[src/rtl/main_control_fsm.sv]
// Multicycle MIPS main control unit: Moore FSM that sequences fetch, decode,
// execute, memory and write-back, driving every datapath strobe and mux select.
// Memory phases stall on mem_ready; unknown opcodes raise a sticky error flag.
module main_control_fsm (
   input  logic       clk,
   input  logic       reset,
   input  logic [5:0] opcode,
   input  logic       mem_ready,
   output logic       mem_read,
   output logic       mem_write,
   output logic       iord,
   output logic       ir_write,
   output logic       pc_write,
   output logic       branch,
   output logic [1:0] pc_src,
   output logic       alu_src_a,
   output logic [1:0] alu_src_b,
   output logic [1:0] alu_op,
   output logic       reg_dst,
   output logic       mem_to_reg,
   output logic       reg_write,
   output logic       instr_done,
   output logic       illegal_op,
   output logic [3:0] state
);

   localparam logic [5:0] OP_RTYPE = 6'b000000;
   localparam logic [5:0] OP_LW    = 6'b100011;
   localparam logic [5:0] OP_SW    = 6'b101011;
   localparam logic [5:0] OP_BEQ   = 6'b000100;
   localparam logic [5:0] OP_ADDI  = 6'b001000;
   localparam logic [5:0] OP_J     = 6'b000010;

   typedef enum logic [3:0] {
      S_RST   = 4'd0,
      FETCH   = 4'd1,
      DECODE  = 4'd2,
      MEMADR  = 4'd3,
      MEMRD   = 4'd4,
      MEMWB   = 4'd5,
      MEMWR   = 4'd6,
      EXECUTE = 4'd7,
      ALUWB   = 4'd8,
      BRANCH  = 4'd9,
      ADDIEX  = 4'd10,
      ADDIWB  = 4'd11,
      JUMP    = 4'd12
   } state_t;

   state_t state_q, state_d;
   logic   illegal_q, illegal_d;

   // State register and sticky illegal-opcode flag, cleared only by reset.
   always_ff @(posedge clk) begin
      // NOTE: non-blocking assignments so every flop samples pre-edge values.
      if (reset) begin
         state_q   <= S_RST;
         illegal_q <= 1'b0;
      end else begin
         state_q   <= state_d;
         illegal_q <= illegal_d;
      end
   end

   // Next-state logic and Moore outputs (mem_ready-qualified strobes only).
   always_comb begin
      // NOTE: every output gets a default first so no case path infers a latch.
      state_d    = state_q;
      illegal_d  = illegal_q;
      mem_read   = 1'b0;
      mem_write  = 1'b0;
      iord       = 1'b0;
      ir_write   = 1'b0;
      pc_write   = 1'b0;
      branch     = 1'b0;
      pc_src     = 2'b00;
      alu_src_a  = 1'b0;
      alu_src_b  = 2'b00;
      alu_op     = 2'b00;
      reg_dst    = 1'b0;
      mem_to_reg = 1'b0;
      reg_write  = 1'b0;
      instr_done = 1'b0;

      case (state_q)
         S_RST: state_d = FETCH;
         FETCH: begin
            mem_read  = 1'b1;
            alu_src_b = 2'b01;
            ir_write  = mem_ready;
            pc_write  = mem_ready;
            if (mem_ready) state_d = DECODE;
         end
         DECODE: begin
            alu_src_b = 2'b11;
            case (opcode)
               OP_RTYPE:      state_d = EXECUTE;
               OP_LW, OP_SW:  state_d = MEMADR;
               OP_BEQ:        state_d = BRANCH;
               OP_ADDI:       state_d = ADDIEX;
               OP_J:          state_d = JUMP;
               default: begin
                  state_d   = FETCH;
                  illegal_d = 1'b1;
               end
            endcase
         end
         MEMADR: begin
            alu_src_a = 1'b1;
            alu_src_b = 2'b10;
            state_d   = (opcode == OP_SW) ? MEMWR : MEMRD;
         end
         MEMRD: begin
            mem_read = 1'b1;
            iord     = 1'b1;
            if (mem_ready) state_d = MEMWB;
         end
         MEMWB: begin
            mem_to_reg = 1'b1;
            reg_write  = 1'b1;
            instr_done = 1'b1;
            state_d    = FETCH;
         end
         MEMWR: begin
            mem_write  = 1'b1;
            iord       = 1'b1;
            instr_done = mem_ready;
            if (mem_ready) state_d = FETCH;
         end
         EXECUTE: begin
            alu_src_a = 1'b1;
            alu_op    = 2'b10;
            state_d   = ALUWB;
         end
         ALUWB: begin
            reg_dst    = 1'b1;
            reg_write  = 1'b1;
            instr_done = 1'b1;
            state_d    = FETCH;
         end
         BRANCH: begin
            alu_src_a  = 1'b1;
            alu_op     = 2'b01;
            pc_src     = 2'b01;
            branch     = 1'b1;
            instr_done = 1'b1;
            state_d    = FETCH;
         end
         ADDIEX: begin
            alu_src_a = 1'b1;
            alu_src_b = 2'b10;
            state_d   = ADDIWB;
         end
         ADDIWB: begin
            reg_write  = 1'b1;
            instr_done = 1'b1;
            state_d    = FETCH;
         end
         JUMP: begin
            pc_src     = 2'b10;
            pc_write   = 1'b1;
            instr_done = 1'b1;
            state_d    = FETCH;
         end
         // Unused codes 13-15 recover to FETCH.
         default: state_d = FETCH;
      endcase
   end

   assign state      = state_q;
   assign illegal_op = illegal_q;

endmodule

[config.mk]
export PLATFORM = sky130hd
export DESIGN_NAME = main_control_fsm
export DESIGN_NICKNAME = d
export VERILOG_FILES = /design/src/rtl/main_control_fsm.sv
export SDC_FILE = /design/constraint.sdc
export NUM_CORES = 1
export LEC_CHECK = 0
export CELL_PAD_IN_SITES_DETAIL_PLACEMENT = 0
export CELL_PAD_IN_SITES_GLOBAL_PLACEMENT = 1
export CORE_MARGIN = 2
export CORE_UTILIZATION = 29
export CTS_BUF_LIST = sky130_fd_sc_hd__clkbuf_2
export DETAILED_ROUTE_END_ITERATION = 6
export PLACE_DENSITY_LB_ADDON = 0.1
export RECOVER_POWER = 100
export REMOVE_ABC_BUFFERS = 1
export SYNTH_ARGS = -nofsm -noshare
export SYNTH_HDL_FRONTEND = slang
export SYNTH_SLANG_ARGS = --single-unit
[constraint.sdc]
create_clock -name clk -period 3.4 [get_ports clk]
set_input_delay 0.51 -clock clk [delete_from_list [all_inputs] [get_ports clk]]
set_output_delay 0.51 -clock clk [all_outputs]
set_load 0.02 [all_outputs]
Yosys cells after proc, flatten, opt, wreduce, memory -nomap -nowiden
Index checks and enable logic that the tools add are counted.
{ "classes": {"n_eq_ne": 20, "muxes": 20, "bitwise": 1, "n_reduce_logical": 11} }
{ "op_table": {"columns": ["operator", "n"], "rows": [
  ["$pmux W4 S7", 1],
  ["$eq A4 B4 Y1 const B", 5],
  ["$pmux W4 S5", 1],
  ["$eq A4 B3 Y1 const B", 4],
  ["$eq A6 B6 Y1 const B", 2],
  ["$mux W4", 3],
  ["$mux W1", 9],
  ["$eq A4 B2 Y1 const B", 2],
  ["$pmux W2 S2", 2],
  ["$reduce_or A2 Y1", 4],
  ["$eq A6 B2 Y1 const B", 1],
  ["$eq A6 B3 Y1 const B", 1],
  ["$eq A6 B4 Y1 const B", 1],
  ["$logic_not A6 Y1", 1],
  ["$ne A2 B2 Y1 const B", 3],
  ["$pmux W2 S3", 1],
  ["$reduce_or A6 Y1", 1],
  ["$reduce_or A5 Y1", 1],
  ["$eq A4 B1 Y1 const B", 1],
  ["$pmux W1 S2", 2],
  ["$reduce_or A4 Y1", 1],
  ["$reduce_and A3 Y1", 1],
  ["$reduce_or A3 Y1", 1],
  ["$mux W2", 1],
  ["2 further kinds", 2]
]} }
{ "totals": {"ff_bits": 5, "inputBits": 9, "wordCells": 54} }

Longest topological paths before layout
Gate-level depths: netlist (run 1).
{ "depth": {"depth_word": 4, "mapped_depth": 6, "ltp_nobuf": 5} }

Worst setup path before layout (run 1)
No wires, ideal clock.
{ "synth_timing": {"path_kind": "reg2out", "start": "register state_q[0] (netlist: state[0])", "end": "output alu_src_a", "arrival_time_ns": 1.745, "t_required_ns": 2.890, "slack_ns": 1.145, "stages_incl_launch_ff": 5, "cell_sequence": "dfxtp_1 > buf_4 > nand2_1 > nor3_1 > nand2b_1"} }
{ "synth_via": {"elab_chain_len": 3, "word_cells_on_any_way": 6, "classes_between": "eq/ne: 4; mux: 1; reduce/logical: 1"} }
{ "synth_lines": {"columns": ["element", "line_no", "rtl"], "rows": [
  ["start, declared", "50", "state_t state_q, state_d;"],
  ["start signal, assigned", "60", "state_q <= state_d;"],
  ["$eq A4 B4 Y1 (tied with other cells)", "85", "case (state_q)"],
  ["$reduce_or A4 Y1 (no line) (*)", null, null],
  ["$mux W1 (*)", "85", null],
  ["end, declared", "16", "output logic alu_src_a,"]
]} }
Mark *: on every way between the ends. The rest lies on a longest branch, timed or not.

Worst setup path in the final report (run 1)
{ "layout_timing": {"start": "register state_q[0] (netlist: state[0])", "end": "output instr_done"} }
{ "layout_via": {"elab_chain_len": 3, "word_cells_on_any_way": 8, "classes_between": "eq/ne: 6; mux: 1; reduce/logical: 1"} }
{ "layout_lines": {"columns": ["element", "line_no", "rtl"], "rows": [
  ["$eq A4 B4 Y1 or $eq A4 B3 Y1 (tied branches)", "85", null],
  ["$reduce_or A5 Y1 (no line)", null, null],
  ["$pmux W1 S2 (*)", "85", null],
  ["end, declared", "22", "output logic instr_done,"]
]} }
Marked as above.

==> impl_metrics.yaml, run 1 <==
route:
  initialDrtViolationCount: 5
  wl_per_cell_microns: 12.35
  vias: 743
  ant_nets: 0
  first_pass_iters: 2
  routed_via_density: 5.270
  drc: 0
  drt-total-wl_mm: 1.742
global_route:
  overflow: 0
  grtUsageMet2: 0.2432
  grt_use_met3: 0.02761
  antenna_found_initial: 0
  busiest_layer: "met2"
  track_usage: 0.1601
  grtUsageMet1: 0.2139
  grt_pass1_vias: 677
  grt_max_degree: 27
  grt_pass1_wl_mm: 3.049
sta:
  timing.hold.ws_ns: 0.5855
  maxSlewViolCount: 0
  max_freq_ghz: 0.3480
  worst_pin_slew_ns: 0.7810
  worst_slack_ns: 0.5266
  max_slew_margin: 0.4786
  finalClockSkew_ns: 0.01037
  setup_violations: 0
  final-hold-violation-count: 0
  period_needed_ns: 2.873
  fin_tns_setup_ns: 0
  rsz0062_at_grt: "no"
  timing.final.crit_share: 0.8451
setup_path:
  arrival_ns: 2.36
  crit_type: "reg2out"
  cp-end-kind: "output port"
  crit_fanout: 17
  critPathLaunch: "state[0]"
  required_ns: 2.89
  r2r_cells: 5
  cp-start-kind: "register"
  reg2reg_from: "state[1]"
  r2r_end: "state[1]"
  rrSetupSlack_ns: 1.61
synth:
  synth_top_cell_area_share: 0.1691
  synth_cell_types: 32
  ys_seq_area_frac: 0.1691
  synth_area_leaders: "dfxtp_1 (17%), nor3_1 (7.6%), a21oi_1 (6.8%)"
  synth_area_sq_um: 591.8
  ys_ff_latch: 5
  yosysTopAreaCell: "dfxtp_1"
  yosysWarnings: 0
  syn_avg_cell_area_sq_um: 6.803
  synthCells: 87
worst_hold_path:
  hold_end: "illegal_op"
  hold-path-cell-count: 2
  min_path_type: "reg2reg"
  min_from: "illegal_op"
cts:
  post_cts_buffers: 0
  clk_pin_slew_worst_paths_ns: 0.06
  cts_sinks: 5
  cts_buffers: 3
  cts_resized: 0
  clockBufferDepth: 2
  cts_hold_buf: 0
  cts_max_level: 1
  root_buffer: "clkbuf_2"
  cts_tree: "built"
  worstSkewPairLatency_ns: 0.23
die:
  die_x_microns: 49.18
  start_util: 0.3048
  coreArea_sq_um: 1942
  rows: 16
  die_area_sq_um: 2418
  io_pins: 31
  die_h_microns: 49.18
flow_run:
  cap_violations: 0
placed_design:
  io_buffer_count: 30
  place_area_sq_um: 880.8
  place.gp.congestion: 0.7436
  place_hpwl_mm: 1.231
  dp_slack_ns: 0.7291
layout:
  area_delta_synth_final_pct: 51.59
  design_area_sq_um: 897.1
  nets: 124
  antenna_cells: 0
  drive_gt1_frac: 0.05263
status:
  status: "finished clean"
pwr:
  p_leak_uw: 0.0003814
  p_per_area_nw_per_um2: 197.1
  ir_worst_vdd_uv: 68.81
per-layer routing:
metal  part of all wire  up-vias  wire length, microns
met1               0.50      345                   868
met5                  0        -                     0
li1                   -      372                     -
met2               0.45       21                   777
met3              0.034        5                    59
met4              0.021        0                    37
through the flow:
| stage | utilization | cells | power, uW |
|---|---|---|---|
| 3_5_place_dp | 0.4536 | 137 | 122.8 |
| 6_report | 0.4620 | 141 | 176.8 |
| 3_3_place_gp | 0.4536 | 137 | 123.1 |
| 5_1_grt | 0.4620 | 141 | 187.5 |
| 2_1_floorplan | - | 79 | 92.55 |
| 4_1_cts | 0.4639 | 141 | 180.8 |
sequential cells by signal, summed over array words and instances (netlist names):
register	count
illegal_op	1
state	4
cell usage in the layout, fill, tap and decap left out:
cell type and instances:
o21bai_1 1, nor2_1 7, a211oi_1 1, nand3b_1 2
dfxtp_1 5, a21boi_0 1, o21ai_2 1, nor4b_1 1
and4bb_2 1, nand2_1 3, dlygate4sd3_1 23, o211ai_1 1
nor3_1 9, nand2b_1 4, or2_0 1, o221ai_1 3
nor4_1 3, xnor2_1 2, nor2b_1 2, a31oi_1 1
inv_1 4, clkbuf_2 4, and2_1 1, xor2_1 2
a311oi_1 1, clkdlybuf4s50_1 7, nor3b_1 1, a21o_1 1
o21ai_0 5, o22ai_1 2, a21oi_1 8, clkbuf_1 1
and3_1 3, nand3_1 2
power by group:
part           switching [uW]  leakage (uW)  total [uW]  internal, uW
Combinational            27.0      0.000324        53.0          26.0
Sequential               6.01     0.0000407        66.1          60.1
Clock                    26.6     0.0000166        57.7          31.1
Total                    59.6      0.000381         177           117
critical path: stages, from the launching register on:
cell           delay [ns]
dfxtp_1              0.71
inv_1                0.19
nor2_1               0.23
a21oi_1              0.10
o221ai_1             0.19
dlygate4sd3_1        0.70
synthesized netlist by cell type, drive strengths merged:
library cell / number
o22ai: 2
o21bai: 1
nor3: 9
nor2b: 2
nand2: 3
xnor2: 2
and3: 3
buf: 8
and2: 1
or2: 1
o21ai: 6
dfxtp: 5
and4bb: 1
nand3b: 2
nor2: 7
a21oi: 8
o221ai: 3
a211oi: 1
a31oi: 1
nor3b: 1
nor4b: 1
nand3: 2
xor2: 2
nand2b: 4
o211ai: 1
nor4: 3
inv: 4
a311oi: 1
a21boi: 1
a21o: 1
layout make-up:
cell class	count	area (sq um)
clock buffers	4	20.02
fillers	225	1045
inverters	4	15.01
multi-input cells	70	424.2
flip-flops and latches	5	100.1
well taps	27	33.78
repair buffers	31	304.0
cells by family after synthesis:
logic type,count (synthesis),share of synthesized area
AND/OR/NAND/NOR,40,0.3784
buffers and inverters,12,0.1142
AO/OA/AOI/OAI,26,0.2791
flip-flops,5,0.1691
XOR/XNOR,4,0.05921
worst max path at each step:
stage	to	slack (ns)	cells after the start
finish	instr_done	0.53	5
floorplan	alu_src_a	0.36	3
CTS	instr_done	0.58	5
global route	instr_done	0.30	5
detailed placement	pc_write	0.73	6
global placement	pc_write	0.74	6
No activity file was read; power rests on OpenSTA's default activity.
==> run 2, diff against run 1 <==
--- a/config.mk
+++ b/config.mk
@@ -8,7 +8,7 @@
 export CELL_PAD_IN_SITES_DETAIL_PLACEMENT = 0
 export CELL_PAD_IN_SITES_GLOBAL_PLACEMENT = 1
 export CORE_MARGIN = 2
-export CORE_UTILIZATION = 29
+export CORE_UTILIZATION = 26
 export CTS_BUF_LIST = sky130_fd_sc_hd__clkbuf_2
 export DETAILED_ROUTE_END_ITERATION = 6
 export PLACE_DENSITY_LB_ADDON = 0.1
==> constraint.sdc (replaced) <==
create_clock -name clk -period 3 [get_ports clk]
set_input_delay 0.45 -clock clk [delete_from_list [all_inputs] [get_ports clk]]
set_output_delay 0.45 -clock clk [all_outputs]
set_load 0.02 [all_outputs]
==> run 2 against run 1 <==
  * Register-to-register slack lost 0.32 ns
  * Combinational power rose by 22%
  * Power is 11% higher
  * Via count down 1.6%
  * Sequential share of layout area down 0.15 points
  * Final cell count is 2.1% higher
  * Worst setup slack worse by 0.18 ns
  * First-iteration DRC count decreased by 60%
  * Clock power increased by 3.5%
==> impl_metrics.yaml, run 2 (synthesis results as in run 1) <==
status:
  status: "finished clean"
route:
  ant_nets: 0
  drc: 0
  vias: 731
  wl_per_cell_microns: 11.57
  routed_via_density: 5.076
  initialDrtViolationCount: 2
  first_pass_iters: 3
  drt-total-wl_mm: 1.666
setup_path:
  slowest_stage: "dlygate4sd3_1"
  crit_type: "reg2out"
  path_cells: "clkbuf_1 -> nor3_1 -> nand2b_1 -> dlygate4sd3_1"
  cp-start-kind: "register"
  crit_buf_inv: 2
  crit_fanout: 13
  required_ns: 2.55
  path_delay_family: "buffers and inverters"
  arrival_ns: 2.21
  cp-end-kind: "output port"
  max_stage_delay_ns: 0.64
cts:
  cts_resized: 0
  root_buffer: "clkbuf_2"
  worstSkewPairLatency_ns: 0.21
  cts_tree: "built"
  post_cts_buffers: 0
  cts_buffers: 3
  clk_pin_slew_worst_paths_ns: 0.05
  cts_hold_buf: 0
  cts_max_level: 1
  cts_sinks: 5
  clockBufferDepth: 2
sta:
  timing.final.crit_share: 0.8858
  rsz0062_at_grt: "no"
  period_needed_ns: 2.657
  finalClockSkew_ns: 0.0009482
  fin_tns_setup_ns: 0
  max_freq_ghz: 0.3763
  setup_violations: 0
  final-hold-violation-count: 0
  maxSlewViolCount: 0
  worst_pin_slew_ns: 0.5505
  max_slew_margin: 0.6325
die:
  die_x_microns: 51.71
  start_util: 0.2701
  die_area_sq_um: 2674
  io_pins: 31
  coreArea_sq_um: 2191
  rows: 17
  die_h_microns: 51.71
layout:
  final_common_cell: "dlygate4sd3_1"
  largest_reg_flops: 4
  area_delta_synth_final_pct: 53.70
  nets: 126
  drive_gt1_frac: 0.06034
  antenna_cells: 0
  layout.cells.most_common_list: "dlygate4sd3_1 (22), nor3_1 (9), a21oi_1 (8), clkdlybuf4s50_1 (8), nor2_1 (7)"
  final_cells: 144
  design_area_sq_um: 909.6
  fillCellCount: 239
  final_util: 0.4152
placed_design:
  placed_cells: 140
  io_buffer_count: 30
  place.gp.congestion: 0.6932
  place_hpwl_mm: 1.345
  place_area_sq_um: 897.1
pwr:
  ir_worst_vdd_uv: 111.5
  cellInternalPower_uw: 134.4
  netSwitchingPower_uw: 61.82
  finalPower_uw: 196.2
  p_leak_uw: 0.0003893
  p_per_area_nw_per_um2: 215.7
  netSwitchingFraction: 0.3151
  seqPwrFrac: 0.367
  combPwrFrac: 0.329
  clock_power_share: 0.304
global_route:
  grt_pass1_vias: 644
  grt_pass1_wl_mm: 2.718
  grt_max_degree: 19
  antenna_found_initial: 0
  track_usage: 0.1292
  overflow: 0
worst_hold_path:
  min_path_type: "reg2reg"
flow_run:
  cap_violations: 0
[run 2: final cells by class]
cell class | count | area (sq um) | share of cell area
clock buffers | 4 | 20.02 | 0.02201
flip-flops and latches | 5 | 100.1 | 0.1100
well taps | 28 | 35.03 | 0.03851
multi-input cells | 70 | 424.2 | 0.4663
repair buffers | 33 | 315.3 | 0.3466
inverters | 4 | 15.01 | 0.01651
[run 2: worst paths after layout]
path              startpoint         end  slack [ns]  cells after the start
hold / removal    illegal_op  illegal_op        0.56                      2
hold reg to reg   illegal_op  illegal_op        0.56                      2
setup reg to reg    state[2]    state[1]        1.29                      5
setup / recovery    state[1]   alu_src_a        0.34                      4
[run 2: through the flow]
stage / worst slack, ns / hold slack [ns]
3_3_place_gp: 0.5465 / 0.5617
3_5_place_dp: 0.5282 / 0.5694
6_report: 0.3426 / 0.5568
2_1_floorplan: 0.01573 / 0.5191
4_1_cts: 0.4317 / 0.5742
5_1_grt: 0.1692 / 0.6143
[run 2: power by group through the flow]
stage          registers [uW]  clock network [uW]  logic (uW)
5_1_grt                  72.5                66.5        70.8
3_3_place_gp             73.7                   0        67.3
3_5_place_dp             73.5                   0        67.8
2_1_floorplan            76.6                   0        28.3
4_1_cts                  72.1                61.6        67.8
6_report                 72.0                59.7        64.5
[run 2: routing by layer]
layer  up-vias  global-route usage  routed length, microns
li1        382                   -                       -
met1       328              0.1491                     758
met2        21              0.2500                     844
met3         0            0.008621                      62
met4         0             0.03947                       0
met5         -                   0                       0
[run 2: worst reg2reg max path, delay by kind of cell, from the launching register on]
family          cells  cell delay (ns)
buf+inv             1             0.35
simple gates        2             0.43
flops               1             0.66
compound gates      2             0.21
